### config.mk
export PLATFORM = sky130hd
export DESIGN_NAME = skinny_nf_round_ctrl
export DESIGN_NICKNAME = d
export VERILOG_FILES = /design/src/rtl/skinny_nf_pkg.sv /design/src/rtl/skinny_rc_lfsr.sv /design/src/rtl/skinny_nf_round_ctrl.sv
export SDC_FILE = /design/constraint.sdc
export NUM_CORES = 1
export LEC_CHECK = 0
export ABC_AREA = 1
export ABC_CLOCK_PERIOD_IN_PS = 2300
export BUFFER_PORTS_ARGS = -buffer_cell sky130_fd_sc_hd__buf_2
export CAP_MARGIN = 15
export CORE_MARGIN = 2
export CORE_UTILIZATION = 54
export CTS_CLUSTER_SIZE = 16
export DETAILED_ROUTE_END_ITERATION = 10
export GPL_TIMING_DRIVEN = 0
export PLACE_DENSITY_LB_ADDON = 0.12
export SYNTH_ARGS = -nofsm -noshare
export SYNTH_HDL_FRONTEND = slang
export SYNTH_SLANG_ARGS = --single-unit
### constraint.sdc
create_clock -name clk -period 2.3 [get_ports clk]
set_input_delay 0.46 -clock clk [delete_from_list [all_inputs] [get_ports clk]]
set_output_delay 0.46 -clock clk [all_outputs]
set_load 0.02 [all_outputs]
### src/rtl/skinny_nf_pkg.sv
// skinny_nf_pkg: shared types, constants and round-constant update for the NullFresh SKINNY control
package skinny_nf_pkg;
  typedef enum logic [2:0] {IDLE, LOAD, SBOX, LIN, DONE} state_t;
  localparam int SKINNY_ROUNDS = 40;
  localparam int SBOX_STAGES = 4;
  localparam logic [5:0] RC_INIT = 6'h01;
  function automatic logic [5:0] rc_next(input logic [5:0] rc);
    return {rc[4:0], rc[5] ^ rc[4] ^ 1'b1};
  endfunction
endpackage

### src/rtl/skinny_rc_lfsr.sv
// skinny_rc_lfsr: 6-bit SKINNY round-constant LFSR with load and step controls
module skinny_rc_lfsr
  import skinny_nf_pkg::*;
(
  input  logic       clk,
  input  logic       rst,
  input  logic       init,
  input  logic       step,
  output logic [5:0] rc
);
  always_ff @(posedge clk)
    if (rst) rc <= '0;
    else if (init) rc <= RC_INIT;
    else if (step) rc <= rc_next(rc);
endmodule

### src/rtl/skinny_nf_round_ctrl.sv
// skinny_nf_round_ctrl: round/stage sequencer for the 3-share NullFresh SKINNY-128-128 core
module skinny_nf_round_ctrl #(
  parameter int ROUNDS = skinny_nf_pkg::SKINNY_ROUNDS,
  parameter int SBOX_STAGES = skinny_nf_pkg::SBOX_STAGES,
  parameter int RND_W = 6
) (
  input  logic                   clk,
  input  logic                   rst,
  input  logic                   start,
  input  logic                   out_ack,
  output logic                   busy,
  output logic                   load_en,
  output logic [SBOX_STAGES-1:0] stage_en,
  output logic                   lin_en,
  output logic                   key_en,
  output logic [5:0]             rc,
  output logic [RND_W-1:0]       round_idx,
  output logic                   last_round,
  output logic                   done
);
  import skinny_nf_pkg::*;
  localparam int K_W = SBOX_STAGES > 1 ? $clog2(SBOX_STAGES) : 1;
  localparam logic [K_W-1:0] K_MAX = K_W'(SBOX_STAGES - 1);
  localparam logic [RND_W-1:0] R_MAX = RND_W'(ROUNDS - 1);
  state_t state;
  logic [K_W-1:0] k;
  logic rc_clr;
  always_ff @(posedge clk)
    if (rst) begin
      state <= IDLE;
      k <= '0;
      round_idx <= '0;
    end else begin
      case (state)
        IDLE: state <= start ? LOAD : IDLE;
        LOAD: begin
          state <= SBOX;
          k <= '0;
          round_idx <= '0;
        end
        SBOX: begin
          state <= (k == K_MAX) ? LIN : SBOX;
          k <= (k == K_MAX) ? k : k + 1'b1;
        end
        LIN: begin
          state <= last_round ? DONE : SBOX;
          k <= '0;
          round_idx <= last_round ? round_idx : round_idx + 1'b1;
        end
        DONE: begin
          state <= out_ack ? IDLE : DONE;
          round_idx <= out_ack ? '0 : round_idx;
        end
        default: state <= IDLE;
      endcase
    end
  // Outputs decode registered state only, so no input can glitch an enable
  assign busy = state == LOAD || state == SBOX || state == LIN;
  assign load_en = state == LOAD;
  assign stage_en = (state == SBOX) ? {{(SBOX_STAGES-1){1'b0}}, 1'b1} << k : '0;
  assign lin_en = state == LIN;
  assign key_en = lin_en;
  assign done = state == DONE;
  assign last_round = round_idx == R_MAX;
  assign rc_clr = rst || (state == DONE && out_ack);
  skinny_rc_lfsr u_rc (
    .clk (clk),
    .rst (rc_clr),
    .init(load_en),
    .step(lin_en && !last_round),
    .rc  (rc)
  );
endmodule

== After elaboration in Yosys (flattened, before gate mapping) ==
Cells that the tools add are included.
W data, S select, Z words.

* Bits in registers: 17
* Memory bits (read-only): 0
* RAM bits: 0
* Input bits: 4
* Output and inout bits: 22
* Memories kept: 0
* Logic and storage cells: 46
* Bits in latches: 0

* Bitwise operators: 2
* Equality and inequality tests: 9
* Multipliers: 0
* Div/mod/pow operators: 0
* Add/sub/neg operators: 2
* Shift operators: 1
* Reduce and logical (&&, ||, !) cells: 14
* Mux-type cells: 13
* Order comparisons: 0

{| class="wikitable"
|+ Operators with widths
! cell !! count
|-
| $pmux W6 S3 || 1
|-
| $pmux W3 S5 || 1
|-
| $mux W6 || 2
|-
| $add A6 B1 Y6 const B || 1
|-
| $eq A3 B2 Y1 const B || 2
|-
| $eq A6 B6 Y1 const B || 1
|-
| $mux W3 || 2
|-
| $ne A2 B2 Y1 const B || 3
|-
| $mux W1 || 4
|-
| $mux W4 || 1
|-
| $pmux W2 S2 || 1
|-
| $reduce_bool A2 Y1 || 2
|-
| $reduce_or A2 Y1 || 2
|-
| $shl A1 B2 Y4 const A || 1
|-
| $eq A3 B1 Y1 const B || 1
|-
| $eq A3 B3 Y1 const B || 1
|-
| $logic_not A3 Y1 || 1
|-
| $logic_or A1 B1 Y1 || 3
|-
| $reduce_and A3 Y1 || 1
|-
| $reduce_bool A3 Y1 || 1
|-
| $add A2 B1 Y2 const B || 1
|-
| $eq A2 B2 Y1 const B || 1
|-
| $logic_and A1 B1 Y1 || 2
|-
| $mux W2 || 1
|-
| other kinds (4) || 4
|}

== Depth between registers and ports, before layout ==
Gate-level depths: netlist of run 1.

* Depth in word-level cells: 5
* Gate-level depth with buffers: 8
* Depth with buffers taken out: 8

== Modules after synthesis ==
Synthesis of run 1 repeated with hierarchy kept, for this count alone.

* Cells, all modules: 141
* Area, all modules: 950.9 µm²

{| class="wikitable"
|+ By module, submodules not included
! module !! times used !! cells each !! area each (µm²) !! sequential area each (µm²)
|-
| skinny_nf_round_ctrl || 1 || 110 || 708.2 || 220.2
|-
| skinny_rc_lfsr || 1 || 31 || 242.7 || 120.1
|}

== Worst setup path before layout of run 1 ==
OpenSTA, ideal clock, no wires.

* Kind: flip-flop to output port
* From: reg round_idx[1]
* To: out last_round
* Slack: 0.790 ns
* Data arrival time: 1.050 ns
* Required time: 1.840 ns
* Cell stages (with the launch flop): 4
* Path buffers: 0
* Cell sequence: dfxtp_1 ha_1 nand3_2 nor2_4

* Cells in the longest elaborated chain, start to end: 1

{| class="wikitable"
|+ Ends and longest elaborated chain
! item !! RTL line !! text
|-
| start: declaration || skinny_nf_round_ctrl.sv:17 || <nowiki>output logic [RND_W-1:0] round_idx,</nowiki>
|-
| start signal: assignment || skinny_nf_round_ctrl.sv:48 || <nowiki>round_idx <= last_round ? round_idx : round_idx + 1'b1;</nowiki>
|-
| start signal: assignment || skinny_nf_round_ctrl.sv:52 || <nowiki>round_idx <= out_ack ? '0 : round_idx;</nowiki>
|-
| $eq A6 B6 Y1 || skinny_nf_round_ctrl.sv:64 || <nowiki>assign last_round = round_idx == R_MAX;</nowiki>
|-
| end: declaration || skinny_nf_round_ctrl.sv:18 || <nowiki>output logic last_round,</nowiki>
|}

Every way passes these cells.

== Worst setup path in the final report of run 1 ==
Ends and elaborated chain as after synthesis.

==> summary.md, run 1 <==
| Metric | Value |
|---|---|
| Maxcap violations | `0` |
| Placed instance count | `181` |
| Floorplan die area | `about 2100 um2` |
| RSZ-0062 raised after global routing | `no` |
| Synth Area in Adders | `0.06502` |
| Hold path start | `start` |
| Ys async rst share | `0` |
| Ys Warns | `0` |
| GRT Residual Overflow | `0` |
| Vias in the first global route | `810` |
| Vias per inst | `4.914` |
| Ys flop type | `dfxtp_1` |
| CP top delay family | `flip-flops` |
| Mux share of post-synthesis cell area | `0` |
| Die Height | `46.21 um` |
| Row Count | `15` |
| First-pass GRT wire length | `3187 um` |
| Area of the multi-input gates | `529.3 um2` |
| Post-CTS Hold Buffers | `0` |
| Clock Tree Buf Depth | `2` |
| Max H-tree Level | `1` |
| DP Area | `around 1100 um2` |
| Initial core utilization | `0.5634` |
| Synth cell types | `28` |
| Post-synthesis compound-gate area fraction | `0.1508` |
| Peak supply drop | `307.8 uV` |
| Register area | `around 340 um2` |
| Ant. Diodes | `0` |
| Sink Count | `17` |
| Tmin final | `1.861 ns` |
| HP Class | `in -> reg` |
| Synth Area in Simple Gates | `0.3251` |
| Power density cells | `503.9 nW/um2` |
| Finished Cell Area | `roughly 1100 um2` |
| Cell Area, Synth | `between 900 and 1000 um2` |
| Worst slack at placement | `0.7439 ns` |
| Crit path required time | `about 1.8 ns` |
| I/O pin count | `26` |
| Setup TNS | `0 ns` |
| Clock Skews | `0.005390 ns` |
| DR vias | `909` |
| Critical path arrival | `1.40 ns` |
| Crit path max fanout | `5` |
| Drt drc | `0` |
| Worst slew pin tran | `between 0.2 and 0.3 ns` |
| Layout cells sized above 1 | `0.3250` |
| Flop and latch count out of synthesis | `17` |
| Setup Buffers After CTS | `0` |
| Slowest cell on crit path | `dfxtp_1` |
| WP buf/inv | `1` |
| Final Max Slew Viols | `0` |
| Setup ws final | `0.4388 ns` |
| Syn nets | `140` |
| Leak pwr | `0.5992 nW` |
| Worst-path clk slew | `about 0.1 ns` |
| Outcome | `completed` |
| Final core utilization | `0.6703` |
| Post-route antenna net violation count | `0` |
| Peak Freq | `around 540 MHz` |
| Final hold violation count | `0` |
| First drt pass iteration count | `4` |
| CTS Buf Count | `3` |
| WL per Instance | `10.22 um` |
| DRT Wirelength | `between 1500 and 2000 um` |
| Crit path launch type | `flip-flop` |
| Gpl congestion | `slightly below 0.8` |
| Final period util | `0.8092` |
| Setup violators final | `0` |
| CP peak stage delay | `0.41 ns` |
| Largest net degree at the start of global routing | `11` |
| # fillers | `about 160` |
| Worst skew pair latency | `0.28 ns` |
| Launch point of the worst reg-to-reg path | `round_idx[1]$_SDFFE_PP0P_` |
| Clk root buf | `clkbuf_4` |
| Post-synthesis sequential area ratio | `0.3537` |
| Main combinational cell family by area after synthesis | `simple AND/OR/NAND/NOR gates` |
| Antenna violations before repair | `0` |
| DIE WIDTH | `around 46 um` |
| Net count, final | `170` |
| CORE AREA | `1708 um2` |
| EDFF count, synth | `0` |
| Crit Path Class | `reg -> out` |
| CTS tree | `done` |
| Slew headroom | `0.8263` |
| Commonest non-fill, non-tap cell in the layout | `nand2_1` |
| Crit. End Element | `primary output` |
| Placed wire-length estimate | `1507 um` |
| Most frequent cells in the layout | `nand2_1, buf_2, dfxtp_1` |
| CP startpoint | `round_idx[1]$_SDFFE_PP0P_` |
| Cell Count, Final, Fillers Out | `185` |
| Post-CTS sizing | `0` |
| Tot GR Track Use | `0.2003` |
| Synth Area in XOR/XNOR | `0.009103` |
| Synth Instances | `131` |
| Buffers on Ports | `25` |
| Avg Cell Area, Syn | `7.345 um2` |
| P&R area growth vs syn | `18.99%` |
| CP Cell Sequence | `ha_1 -> nand3_2 -> nor2_4 -> buf_2` |
| Initial DRC count | `15` |
worst paths after layout:
path / endpoint / slack, ns / cells past startpoint
worst min register to register: u_rc.rc[4]$_SDFFE_PP0P_ / 0.49 / 2
worst max register to register: u_rc.rc[3]$_SDFFE_PP0P_ / 0.88 / 6
worst min-delay path: state[0]$_SDFF_PP0_ / 0.43 / 3
worst max-delay path: last_round / 0.44 / 4
cells in the mapped netlist (2+ instances only):
| library cell | count | area (um2) |
|---|---|---|
| a21oi_1 | 7 | 35.03 |
| ha_1 | 5 | 62.56 |
| a31oi_1 | 2 | 12.51 |
| nand2_2 | 3 | 18.77 |
| nor2_1 | 16 | 60.06 |
| o21ai_0 | 3 | 15.01 |
| nand4_1 | 3 | 18.77 |
| inv_1 | 16 | 60.06 |
| nand2_1 | 29 | 108.9 |
| nand3_1 | 4 | 20.02 |
| a21oi_2 | 5 | 43.79 |
| nand3_2 | 2 | 20.02 |
| inv_2 | 5 | 18.77 |
| dfxtp_1 | 17 | 340.3 |
through the flow:
stage	total power [mW]	hold WS, ns
after detailed placement	0.4255	0.4778
after CTS	0.5845	0.4192
after global placement	0.4222	0.4692
after global routing	0.6096	0.4291
final	0.5769	0.4295
after floorplan	0.3977	0.5098
cell families after synthesis:
kind of cell	count (synthesis)
AND/OR/NAND/NOR	64
buffers and inverters	23
AO/OA/AOI/OAI	21
flip-flops	17
adder cells (fa/ha/maj)	5
XOR/XNOR	1
layer usage:
layer,up-vias,track usage,part of all wire
met2,18,0.3389,0.51
met3,2,0.03922,0.031
li1,472,-,-
met1,417,0.2536,0.45
met4,0,0.06286,0.0069
met5,-,0,0
layout make-up:
| type | count | area share |
|---|---|---|
| buffer | 1 | 0.006557 |
| timing repair buffer | 25 | 0.1093 |
| clock buffer | 4 | 0.02295 |
| inverter | 22 | 0.07432 |
| tap | 25 | 0.02732 |
| multi-input combinational | 91 | 0.4623 |
| sequential | 17 | 0.2973 |
registers in the layout (all words and copies together) (netlist names):
signal / cells
state: 3
k: 2
round_idx: 6
u_rc.rc: 6
worst register-to-register path, cell delays in order, from the launching register on:
cell and delay [ns]:
dfxtp_1 0.41, ha_1 0.23, nand3_2 0.16, o21ai_4 0.28, inv_2 0.10, nand2_1 0.09, a21oi_2 0.06
where the power goes:
| group | internal (mW) | total (mW) | switching, mW |
|---|---|---|---|
| clock | 0.0672 | 0.159 | 0.0914 |
| sequential | 0.306 | 0.318 | 0.0118 |
| combinational | 0.0355 | 0.101 | 0.0653 |
| total | 0.408 | 0.577 | 0.168 |
(Power assumes the default switching activity.)
==> inputs of run 2 (changes only) <==
--- a/config.mk
+++ b/config.mk
@@ -6,11 +6,11 @@
 export NUM_CORES = 1
 export LEC_CHECK = 0
 export ABC_AREA = 1
-export ABC_CLOCK_PERIOD_IN_PS = 2300
+export ABC_CLOCK_PERIOD_IN_PS = 1900
 export BUFFER_PORTS_ARGS = -buffer_cell sky130_fd_sc_hd__buf_2
 export CAP_MARGIN = 15
 export CORE_MARGIN = 2
-export CORE_UTILIZATION = 54
+export CORE_UTILIZATION = 50
 export CTS_CLUSTER_SIZE = 16
 export DETAILED_ROUTE_END_ITERATION = 10
 export GPL_TIMING_DRIVEN = 0
==> constraint.sdc (replaced) <==
create_clock -name clk -period 1.9 [get_ports clk]
set_input_delay 0.38 -clock clk [delete_from_list [all_inputs] [get_ports clk]]
set_output_delay 0.38 -clock clk [all_outputs]
set_load 0.02 [all_outputs]
==> summary.md, run 2 (synthesized netlist as in run 1, its figures left out) <==
| Metric | Value |
|---|---|
| Ant. Diodes | `0 (unchanged)` |
| GRT Residual Overflow | `0 (unchanged)` |
| CTS Buf Count | `3 (unchanged)` |
| Floorplan die area | `2291 um2 (+7.3%)` |
| P&R area growth vs syn | `19.12%` |
| Largest net degree at the start of global routing | `11 (unchanged)` |
| Buffers on Ports | `25 (unchanged)` |
| Setup ws final | `0.1265 ns (-0.3123 ns)` |
| First-pass GRT wire length | `3243 um (+1.8%)` |
| Max H-tree Level | `1 (unchanged)` |
| Clk root buf | `clkbuf_4` |
| Power density cells | `617.2 nW/um2 (+22%)` |
| Final hold violation count | `0 (unchanged)` |
| Die Height | `47.87 um (+3.6%)` |
| HP Class | `in -> reg` |
| Layout cells sized above 1 | `0.3313 (+0.006250)` |
| Final period util | `0.9334` |
| Vias per inst | `4.978 (+1.3%)` |
| Leak pwr | `0.6020 nW (+0.46%)` |
| Antenna violations before repair | `0 (unchanged)` |
| Drt drc | `0 (unchanged)` |
| DR vias | `921 (+1.3%)` |
| Power Total | `0.7074 mW (+23%)` |
| # fillers | `158 (-0.63%)` |
| Worst skew pair latency | `0.29 ns (about the same)` |
| Crit. End Element | `primary output` |
| Clock Tree Buf Depth | `2 (unchanged)` |
| CTS tree | `done` |
| Post-CTS Hold Buffers | `0 (unchanged)` |
| DIE WIDTH | `47.87 um (+3.6%)` |
| Crit path required time | `1.52 ns (-0.32 ns)` |
| Vias in the first global route | `801 (-1.1%)` |
| Gpl congestion | `0.7798 (+0.33%)` |
| CORE AREA | `1764 um2 (+3.3%)` |
| Maxcap violations | `0 (unchanged)` |
| Crit path max fanout | `5 (unchanged)` |
| Worst slew pin tran | `0.2683 ns (+0.008795 ns)` |
| Worst-path clk slew | `0.11 ns (about the same)` |
| Crit path launch type | `flip-flop` |
| I/O pin count | `26 (unchanged)` |
| Final core utilization | `0.6496 (-0.02068)` |
| Slew headroom | `0.8205 (-0.005886)` |
| Critical path arrival | `1.39 ns (about the same)` |
| Commonest non-fill, non-tap cell in the layout | `nand2_1` |
| RSZ-0062 raised after global routing | `no` |
| Peak supply drop | `504.6 uV (+64%)` |
| First drt pass iteration count | `4 (unchanged)` |
| Post-route antenna net violation count | `0 (unchanged)` |
| Peak Freq | `563.8 MHz` |
| Row Count | `15 (unchanged)` |
| WL per Instance | `10.86 um (+6.2%)` |
| Outcome | `completed` |
| Tmin final | `1.774 ns` |
| Largest registers | `round_idx (6), u_rc.rc (6), state (3)` |
| Initial core utilization | `0.5454 (-0.01798)` |
| Clock Skews | `0.006911 ns (+0.001521 ns)` |
| DRT Wirelength | `2009 um (+6.2%)` |
| Initial DRC count | `9 (-6)` |
| Tot GR Track Use | `0.1988 (-0.001550)` |
| Sink Count | `17 (unchanged)` |
| Post-CTS sizing | `0 (unchanged)` |
| Crit Path Class | `reg -> out` |
| Most frequent cells in the layout | `nand2_1, buf_2, dfxtp_1` |
| Net count, final | `170 (unchanged)` |
| Setup violators final | `0 (unchanged)` |
| Setup TNS | `0 ns (unchanged)` |
| Placed wire-length estimate | `1517 um (+0.65%)` |
| Setup Buffers After CTS | `0 (unchanged)` |
| Worst slack at placement | `0.4472 ns (-0.2967 ns)` |
| Final Max Slew Viols | `0 (unchanged)` |
[run 2: cell count changes in the layout (fill, tap and decap cells not counted), sizes merged]
cell and delta:
clkbuf -1, clkinv +1
[run 2: metal layers]
metal	GRT usage	vias up	share of wire	wire length, um
li1	-	473	-	-
met1	0.2420	420	0.44	885
met2	0.3547	24	0.51	1016
met3	0.02264	4	0.044	88
met4	0.07568	0	0.0095	19
met5	0	-	0	0
[run 2: worst paths after layout]
kind / cells after the start / startpoint / slack [ns] / end
worst max-delay path: 5 / state[1]$_SDFF_PP0_ / 0.13 / stage_en[3]
worst min-delay path: 2 / rst / 0.34 / round_idx[4]$_SDFFE_PP0P_
worst max register to register: 6 / round_idx[1]$_SDFFE_PP0P_ / 0.49 / u_rc.rc[2]$_SDFFE_PP0P_
worst min register to register: 2 / u_rc.rc[0]$_SDFFE_PP0P_ / 0.50 / u_rc.rc[0]$_SDFFE_PP0P_
[run 2: worst max-delay path, cell delays in order (launching register included)]
cell and delay [ns]:
dfxtp_1 0.42, inv_1 0.09, nor2_1 0.09, nand2_1 0.12
nor2_1 0.18, buf_2 0.20
[run 2: metrics by stage]
step,std cells,cell area (um2),hold slack [ns]
floorplan,131,962.2,0.4491
detailed placement,181,1119,0.4725
global route,185,1146,0.3462
global placement,181,1119,0.4680
CTS,185,1146,0.3409
finish,185,1146,0.3443
[run 2: power by group]
part / switching [mW] / total, mW / internal, mW
Sequential: 0.0141 / 0.384 / 0.370
Combinational: 0.0808 / 0.124 / 0.0430
Clock: 0.121 / 0.199 / 0.0783
[run 2: area by class of cell]
type	instances	area, um2	share of cell area
multi-input combinational	91	529.3	0.4618
clock inverter	1	5.005	0.004367
tap	25	31.28	0.02729
sequential	17	340.3	0.2969
timing repair buffer	25	125.1	0.1092
inverter	22	85.08	0.07424
buffer	1	7.507	0.006550
clock buffer	3	22.52	0.01965
==> inputs of run 3 (changes only) <==
--- a/config.mk
+++ b/config.mk
@@ -10,11 +10,12 @@
 export BUFFER_PORTS_ARGS = -buffer_cell sky130_fd_sc_hd__buf_2
 export CAP_MARGIN = 15
 export CORE_MARGIN = 2
-export CORE_UTILIZATION = 50
+export CORE_UTILIZATION = 53
+export CTS_BUF_LIST = sky130_fd_sc_hd__clkbuf_8
 export CTS_CLUSTER_SIZE = 16
 export DETAILED_ROUTE_END_ITERATION = 10
 export GPL_TIMING_DRIVEN = 0
-export PLACE_DENSITY_LB_ADDON = 0.12
+export PLACE_DENSITY_LB_ADDON = 0.1
 export SYNTH_ARGS = -nofsm -noshare
 export SYNTH_HDL_FRONTEND = slang
 export SYNTH_SLANG_ARGS = --single-unit
==> summary.md, run 3 (synthesized netlist as in run 1, its figures left out) <==
| Metric | Value |
|---|---|
| Post-CTS sizing | `0 (unchanged)` |
| DRT Wirelength | `1822 um (-9.3%)` |
| Buffers on Ports | `25 (unchanged)` |
| DIE WIDTH | `46.61 um (-2.6%)` |
| Placed wire-length estimate | `1419 um (-6.4%)` |
| Gpl congestion | `0.8197 (+5.1%)` |
| Die Height | `46.61 um (-2.6%)` |
| Crit Path Class | `reg -> out` |
| Cell Count, Final, Fillers Out | `185 (unchanged)` |
| Final period util | `0.9025 (-0.03097)` |
| Post-CTS Hold Buffers | `0 (unchanged)` |
| First-pass GRT wire length | `3125 um (-3.6%)` |
| Setup violators final | `0 (unchanged)` |
| Vias per inst | `4.800 (-3.6%)` |
| P&R area growth vs syn | `21.07%` |
| RSZ-0062 raised after global routing | `no` |
| Placed instance count | `181 (unchanged)` |
| Clock Tree Buf Depth | `2 (unchanged)` |
| Maxcap violations | `0 (unchanged)` |
| CTS tree | `done` |
| CORE AREA | `1708 um2 (-3.2%)` |
| # fillers | `154 (-2.5%)` |
| Net count, final | `170 (unchanged)` |
| Hold depth | `3 (+1)` |
| Setup Buffers After CTS | `0 (unchanged)` |
| Floorplan die area | `2172 um2 (-5.2%)` |
| Commonest non-fill, non-tap cell in the layout | `nand2_1` |
| GRT Residual Overflow | `0 (unchanged)` |
| Slew headroom | `0.8238 (+0.003321)` |
| Ant. Diodes | `0 (unchanged)` |
| Crit path launch type | `flip-flop` |
| HP Class | `in -> reg` |
| Worst-path clk slew | `0.06 ns (-0.05 ns)` |
| Row Count | `15 (unchanged)` |
| Clock Skews | `0.005887 ns (-0.001025 ns)` |
| DR vias | `888 (-3.6%)` |
| Worst slew pin tran | `0.2633 ns (-0.004962 ns)` |
| Clk root buf | `clkbuf_8` |
| WL per Instance | `9.849 um (-9.3%)` |
| First drt pass iteration count | `4 (unchanged)` |
| Tot GR Track Use | `0.1997 (+0.0009084)` |
| Initial core utilization | `0.5634 (+0.01798)` |
| Setup TNS | `0 ns (unchanged)` |
| Antenna violations before repair | `0 (unchanged)` |
| Drt drc | `0 (unchanged)` |
| Peak supply drop | `713.3 uV (+41%)` |
| Reg2reg path depth | `6 (unchanged)` |
| CTS Buf Count | `3 (unchanged)` |
| Sink Count | `17 (unchanged)` |
| Max H-tree Level | `1 (unchanged)` |
| Initial DRC count | `15 (+6)` |
| Final hold violation count | `0 (unchanged)` |
| Largest registers | `round_idx (6), u_rc.rc (6), state (3)` |
| Crit. End Element | `primary output` |
| Final core utilization | `0.6821 (+0.03241)` |
| Layout cells sized above 1 | `0.3313 (unchanged)` |
| Crit path required time | `1.52 ns (about the same)` |
| Outcome | `completed` |
| Tmin final | `1.715 ns (-0.05885 ns)` |
| Final Max Slew Viols | `0 (unchanged)` |
| Post-route antenna net violation count | `0 (unchanged)` |
| Crit path max fanout | `5 (unchanged)` |
| Vias in the first global route | `755 (-5.7%)` |
| Worst skew pair latency | `0.25 ns (-0.04 ns)` |
| Largest net degree at the start of global routing | `11 (unchanged)` |
| Leak pwr | `0.6097 nW (+1.3%)` |
| Power density cells | `661.7 nW/um2 (+7.2%)` |
| I/O pin count | `26 (unchanged)` |
| Critical path arrival | `1.33 ns (-0.06 ns)` |
| Peak Freq | `583.2 MHz (+3.4%)` |
| Most frequent cells in the layout | `nand2_1, buf_2, dfxtp_1` |
==> run 3: cell types whose count changed in the layout (fill, tap and decap cells not counted) <==
cell / previous run / this run
clkbuf_4: 3 / 0
clkbuf_8: 0 / 3
==> run 3: per-layer routing <==
metal  vias up  global-route usage  share of wire
met3         2             0.06275          0.046
met2        20              0.3500           0.49
met5         -                   0              0
met1       393              0.2319           0.46
li1        473                   -              -
met4         0             0.05143         0.0060
==> run 3: final timing paths <==
path | end | from | slack [ns]
worst min register to register | u_rc.rc[4]$_SDFFE_PP0P_ | u_rc.rc[3]$_SDFFE_PP0P_ | 0.48
worst max-delay path | last_round | round_idx[1]$_SDFFE_PP0P_ | 0.19
worst max register to register | u_rc.rc[3]$_SDFFE_PP0P_ | round_idx[1]$_SDFFE_PP0P_ | 0.52
worst min-delay path | state[0]$_SDFF_PP0_ | start | 0.38
==> run 3: metrics by stage <==
stage,area [um2],total power [mW],setup WS (ns),hold WS [ns]
global route,1165,0.8210,0.08127,0.3934
finish,1165,0.7708,0.1853,0.3837
CTS,1165,0.7850,0.1648,0.3796
global placement,1119,0.5112,0.4631,0.4682
detailed placement,1119,0.5156,0.4415,0.4705
floorplan,962.2,0.4814,0.4172,0.4491
==> run 3: area by class of cell <==
class | instances | area (um2) | area share
Multi-Input combinational cell | 91 | 529.3 | 0.4543
Sequential cell | 17 | 340.3 | 0.2922
Timing Repair Buffer | 25 | 125.1 | 0.1074
Inverter | 22 | 85.08 | 0.07304
Clock buffer | 3 | 41.29 | 0.03545
Tap cell | 25 | 31.28 | 0.02685
Buffer | 1 | 7.507 | 0.006445
Clock inverter | 1 | 5.005 | 0.004296
==> run 3: power breakdown <==
part           internal, mW  leakage, nW  total [mW]  switching, mW
Sequential            0.370        0.138       0.385         0.0144
Combinational        0.0429        0.446       0.121         0.0786
Clock                 0.145       0.0255       0.265          0.119
Total                 0.559        0.610       0.771          0.212
==> run 3: worst max-delay path, stage by stage, from the launching register on <==
cell and delay [ns]:
dfxtp_1 0.39, ha_1 0.22, nand3_2 0.15, nor2_4 0.14, buf_2 0.18
